$ cat src/rtl/mdu_iter_div.sv
// Iterative radix-2 restoring divider: DIVCOPIES chained steps per cycle, signed/unsigned,
// quotient/remainder, and RV64 word variants, with valid/ready handshakes and flush.
module mdu_iter_div #(
    parameter int unsigned XLEN      = 64,
    parameter int unsigned DIVCOPIES = 4
) (
    input  logic            i_clk,
    input  logic            i_reset,
    input  logic            i_flush,
    input  logic            i_in_valid,
    output logic            o_in_ready,
    input  logic [XLEN-1:0] i_x,
    input  logic [XLEN-1:0] i_d,
    input  logic            i_signed,
    input  logic            i_rem_op,
    input  logic            i_word,
    output logic            o_out_valid,
    input  logic            i_out_ready,
    output logic [XLEN-1:0] o_result
);

    localparam int unsigned NFull = XLEN / DIVCOPIES;
    localparam int unsigned NWord = 32 / DIVCOPIES;
    localparam int unsigned CntW  = (NFull > 1) ? $clog2(NFull) : 1;

    typedef enum logic [1:0] {StIdle, StBusy, StDone} state_e;

    state_e          r_state, w_state_next;
    logic [XLEN-1:0] r_w, r_xq, r_d_abs, r_result;
    logic [CntW-1:0] r_cnt;
    logic            r_neg_q, r_neg_r, r_rem_op, r_word;

    logic            w_word, w_x_neg, w_d_neg, w_d_zero, w_accept, w_unused_sum;
    logic [XLEN-1:0] w_x_ext, w_d_ext, w_x_abs, w_d_abs, w_xq_init, w_div0_sel, w_div0_result;
    logic [XLEN-1:0] w_w_next, w_xq_next, w_q_fix, w_r_fix, w_sel, w_post;

    // Low 32 bits of v, upper bits filled with v[31] when sgn, else zero.
    function automatic logic [XLEN-1:0] ext32(input logic [XLEN-1:0] v, input logic sgn);
        logic [XLEN-1:0] o;
        for (int i = 0; i < XLEN; i++) begin
            o[i] = (i < 32) ? v[i] : (sgn & v[31]);
        end
        return o;
    endfunction

    // Operand conditioning on the acceptance cycle
    assign w_word     = i_word & (XLEN == 64);
    assign w_x_ext    = w_word ? ext32(i_x, i_signed) : i_x;
    assign w_d_ext    = w_word ? ext32(i_d, i_signed) : i_d;
    assign w_x_neg    = i_signed & w_x_ext[XLEN-1];
    assign w_d_neg    = i_signed & w_d_ext[XLEN-1];
    assign w_x_abs    = w_x_neg ? -w_x_ext : w_x_ext;
    assign w_d_abs    = w_d_neg ? -w_d_ext : w_d_ext;
    assign w_d_zero   = (w_d_ext == '0);
    assign w_xq_init  = w_word ? (w_x_abs << (XLEN / 2)) : w_x_abs;
    assign w_div0_sel = i_rem_op ? w_x_ext : '1;
    assign w_div0_result = w_word ? ext32(w_div0_sel, 1'b1) : w_div0_sel;
    assign w_accept   = (r_state == StIdle) & i_in_valid & ~i_flush;

    // Chain of restoring steps; carry out of W' = Wshift + ~D + 1 is the quotient bit.
    always_comb begin : p_steps
        logic [XLEN-1:0] v_w, v_xq;
        logic [XLEN:0]   v_shift;
        logic [XLEN+1:0] v_sum;
        v_w          = r_w;
        v_xq         = r_xq;
        v_shift      = '0;
        v_sum        = '0;
        w_unused_sum = 1'b0;
        for (int i = 0; i < DIVCOPIES; i++) begin
            v_shift = {v_w, v_xq[XLEN-1]};
            v_sum   = {1'b0, v_shift} + {1'b0, ~{1'b0, r_d_abs}} + {{(XLEN+1){1'b0}}, 1'b1};
            v_xq    = {v_xq[XLEN-2:0], v_sum[XLEN+1]};
            v_w     = v_sum[XLEN+1] ? v_sum[XLEN-1:0] : v_shift[XLEN-1:0];
            w_unused_sum = w_unused_sum ^ v_sum[XLEN];
        end
        w_w_next  = v_w;
        w_xq_next = v_xq;
    end

    assign w_q_fix = r_neg_q ? -w_xq_next : w_xq_next;
    assign w_r_fix = r_neg_r ? -w_w_next : w_w_next;
    assign w_sel   = r_rem_op ? w_r_fix : w_q_fix;
    assign w_post  = r_word ? ext32(w_sel, 1'b1) : w_sel;

    always_comb begin
        w_state_next = r_state;
        unique case (r_state)
            StIdle: begin
                if (w_accept) begin
                    w_state_next = w_d_zero ? StDone : StBusy;
                end
            end
            StBusy: begin
                if (i_flush) begin
                    w_state_next = StIdle;
                end else if (r_cnt == '0) begin
                    w_state_next = StDone;
                end
            end
            StDone: begin
                if (i_flush || i_out_ready) begin
                    w_state_next = StIdle;
                end
            end
            default: w_state_next = StIdle;
        endcase
    end

    always_ff @(posedge i_clk) begin
        if (i_reset) begin
            r_state  <= StIdle;
            r_w      <= '0;
            r_xq     <= '0;
            r_d_abs  <= '0;
            r_result <= '0;
            r_cnt    <= '0;
            r_neg_q  <= 1'b0;
            r_neg_r  <= 1'b0;
            r_rem_op <= 1'b0;
            r_word   <= 1'b0;
        end else begin
            r_state <= w_state_next;
            if (w_accept) begin
                r_w      <= '0;
                r_xq     <= w_xq_init;
                r_d_abs  <= w_d_abs;
                r_cnt    <= w_word ? CntW'(NWord - 1) : CntW'(NFull - 1);
                r_neg_q  <= w_x_neg ^ w_d_neg;
                r_neg_r  <= w_x_neg;
                r_rem_op <= i_rem_op;
                r_word   <= w_word;
                if (w_d_zero) begin
                    r_result <= w_div0_result;
                end
            end else if ((r_state == StBusy) && !i_flush) begin
                r_w   <= w_w_next;
                r_xq  <= w_xq_next;
                r_cnt <= r_cnt - CntW'(1);
                if (r_cnt == '0) begin
                    r_result <= w_post;
                end
            end
        end
    end

    assign o_in_ready  = (r_state == StIdle);
    assign o_out_valid = (r_state == StDone);
    assign o_result    = r_result;

endmodule

$ cat config.mk
export PLATFORM = sky130hd
export DESIGN_NAME = mdu_iter_div
export DESIGN_NICKNAME = d
export VERILOG_FILES = /design/src/rtl/mdu_iter_div.sv
export SDC_FILE = /design/constraint.sdc
export NUM_CORES = 2
export LEC_CHECK = 0
export ABC_AREA = 1
export BUFFER_PORTS_ARGS = -buffer_cell sky130_fd_sc_hd__buf_2
export CAP_MARGIN = 30
export CORE_ASPECT_RATIO = 1.2
export CORE_UTILIZATION = 45
export CTS_CLUSTER_SIZE = 14
export DETAILED_ROUTE_END_ITERATION = 6
export PLACE_DENSITY = 0.71
export SLEW_MARGIN = 20
export SYNTH_ARGS = -nofsm -noshare
export SYNTH_HDL_FRONTEND = slang
export SYNTH_SLANG_ARGS = --single-unit
$ cat constraint.sdc
create_clock -name i_clk -period 13.65 [get_ports i_clk]
set_clock_uncertainty 0.2 [all_clocks]
set_input_delay 3.4125 -clock i_clk [delete_from_list [all_inputs] [get_ports i_clk]]
set_output_delay 3.4125 -clock i_clk [all_outputs]
set_load 0.02 [all_outputs]
==> out/results.tsv <==
stage	metric	value	unit
clock_network	cts_hold_buf	0	
final_layout	post-route-util	51.1	%
synth	synth_fp_nets	7374	
critical_path	start_kind	flop	
global_route	grt_overflow_total	0	
clock_network	cts_tree	built	
placed_design	place.gp.congestion	1.12	
job	drv_cap	0	
worst_hold_path	hold_depth	2	
global_route	grt_max_degree	98	
final_layout	seqCellArea	5330	um^2
clock_network	htreeDepth	2	
placed_design	portBuffers	201	
critical_path	critPathBufInv	12	
sta	worst_slew_pin_slew	1.18	ns
floorplan	start_util	45.4	%
sta	setup_tns	0	ns
routing	drt-total-wl	214000	um
synth	yosys.area.top_type	nand2_1	
synth	syn_area_per_cell	5.62	um^2
placed_design	dp_hpwl	174000	um
critical_path	crit_arrival	13.67	ns
synth	synth-seq-area-share	13.6	%
sta	finalSetupViolations	0	
floorplan	coreArea	86200	um^2
sta	grt_setup_unrepaired	no	
synth	postSynthCellCount	6973	
critical_path	critical_path_required	13.93	ns
synth	yosys.area.top_type_share	15.9	%
routing	drt-pass1-iter-count	7	
worst_hold_path	min_from	r_d_abs[58]	
critical_path	reg2reg_slack	0.25	ns
critical_path	slowest_stage	nor2_1	
critical_path	critPathMaxFanout	49	
routing	via_per_inst	6.00	
final_layout	drive_gt1_share	9.40	%
worst_hold_path	hold_class	flop to flop	
outcome	status	complete, but fails checks	
clock_network	clk_path_buf_depth	3	
critical_path	reg2reg_depth	66	
synth	synth-seq-cells	266	
sta	hold_viol_final	0	
clock_network	numClockSinks	266	
critical_path	cpMostUsedCell	nand2_1	
synth	yosysWarnings	0	
synth	synth_edf_count	0	
critical_path	rr_endpoint	o_result[39]	
critical_path	end_kind	flop	
floorplan	io-pin-count	202	
routing	antenna_left	0	
floorplan	die_x	271	um
critical_path	crit_type	flop to flop	
clock_network	cts_buffers	36	
outcome	violations	DRC	
global_route	grt_pass1_wl	306000	um
floorplan	core.rowCount	118	
synth	synth_area_leaders	nand2_1 16%, dfxtp_1 14%, inv_1 9.4%	
synth	synth_ff_type	dfxtp_1	
final_layout	fin_nets	7637	
critical_path	r2r-start	r_d_abs[1]	
synth	syn_area	39200	um^2
floorplan	fp.dieH	325	um
routing	vias	50500	
critical_path	cpPeakStageDelay	0.45	ns
final_layout	syn_to_final_growth	12.4	%
clock_network	clkTransAtPathRegs	0.06	ns
synth	synth_cell_types	66	
sta	relSlewSlack	20.5	%
synth	post-synth-top-count-cell	nand2_1	
sta	timing.final.crit_share	98.1	%
final_layout	n_fill_cell	9541	
global_route	first_global_vias	47800	
critical_path	critical-path-top-delay-family	simple AND/OR/NAND/NOR gates	
clock_network	cts_root_buffer	clkbuf_16	
clock_network	clk_latency	0.62	ns
sta	fmax	74.7	MHz
synth	yosys-top-cells-count	1655 x nand2_1, 977 x inv_1, 791 x nor2_1, 655 x a21oi_1, 601 x o21ai_0	
sta	fin_crit	13.40	ns
global_route	antenna_found_initial	13	
routing	first_iter_violations	6177	
sta	drv_slew	0	
worst_hold_path	hold_end	r_d_abs[58]	
final_layout	multiInputGateArea	29200	um^2
synth	async_reset_ff_share	0	%
placed_design	pre_cts_slack	-0.144	ns
routing	wl_per_cell	25.4	um
sta	fin_ws	0.255	ns
floorplan	dieArea	88300	um^2
routing	drc	1	
global_route	grtUsageTotal	46.6	%
## routing by layer
layer  GRT usage [%]  routed length [um]  up-vias
li1                -                   -    23600
met1            55.5               79500    23100
met2            73.6               92800     2995
met3            9.12               21700      750
met4            35.4               19700        8
met5               0                  42        -
## worst reg2reg max path: cells and delay by family, from the launching register on
| family | cells | cell delay [ns] |
|---|---|---|
| DFF | 1 | 0.39 |
| buffers and inverters | 12 | 2.13 |
| adders and majority gates | 4 | 1.50 |
| xor gates and xnor gates | 1 | 0.38 |
| AOI/OAI and AO/OA | 8 | 1.64 |
| and+or+nand+nor | 41 | 7.02 |
## stage by stage
stage          hold slack (ns)  cell area [um^2]  std cells
2_1_floorplan            0.218             39200       6973
5_1_grt                  0.279             44000       8405
3_3_place_gp             0.233             42600       8332
3_5_place_dp             0.236             42600       8333
6_report                 0.252             44000       8409
4_1_cts                  0.250             43800       8398
## state kept, by name (all words and copies together) (netlist names)
name / flops
o_result: 64
r_cnt: 4
r_d_abs: 64
r_neg_q: 1
r_neg_r: 1
r_rem_op: 1
r_state: 2
r_w: 64
r_word: 1
r_xq: 64
## cells by family (layout without fill, tap and decap cells)
logic type	count (synthesis)	after routing	synth area share [%]
simple gates	3166	3166	33.7
compound gates	1725	1725	24.6
buf+inv	1233	1523	12.4
xor+xnor	318	318	7.11
flops	266	266	13.6
fa+ha+maj	265	265	8.54
other cells	0	6	0
## worst max-delay path by stage
stage / start / to / slack (ns) / cells after the start
floorplan: r_d_abs[1] / o_result[56] / 2.78 / 84
global placement: r_d_abs[1] / o_result[41] / -0.26 / 70
detailed placement: r_d_abs[1] / o_result[41] / -0.14 / 70
CTS: r_d_abs[1] / o_result[41] / 0.07 / 63
global route: r_d_abs[12] / o_result[56] / 0.005 / 80
finish: r_d_abs[1] / o_result[39] / 0.25 / 66
## layout make-up
type	instances	share of cell area, %
Inverter	995	8.51
Tap cell	1140	3.24
Multi-Input combinational cell	5474	66.2
Sequential cell	266	12.1
Antenna cell	6	0.0341
Timing Repair Buffer	463	7.11
Clock inverter	15	0.438
Clock buffer	50	2.37
## cells in the final DEF, fill, tap and decap left out, types with 124 or more instances in the layout
cell type and n:
nand2_1 1652, nor2_1 782, xnor2_1 124, xor2_1 194, dfxtp_1 263, inv_1 974
a21oi_1 647, buf_2 202, ha_1 261, nand3_1 402, o21ai_0 592, buf_4 247
## timing repair
item / in CTS / in global routing
gates cloned: 0 / 2
buffers inserted: 0 / 3
endpoints found under the setup margin: 22 / 64
gates resized for setup: 2 / 42
pin swaps: 0 / 3
Power is not shown: default switching activity piles up to over one toggle a cycle in this logic, so the estimate is an artifact.
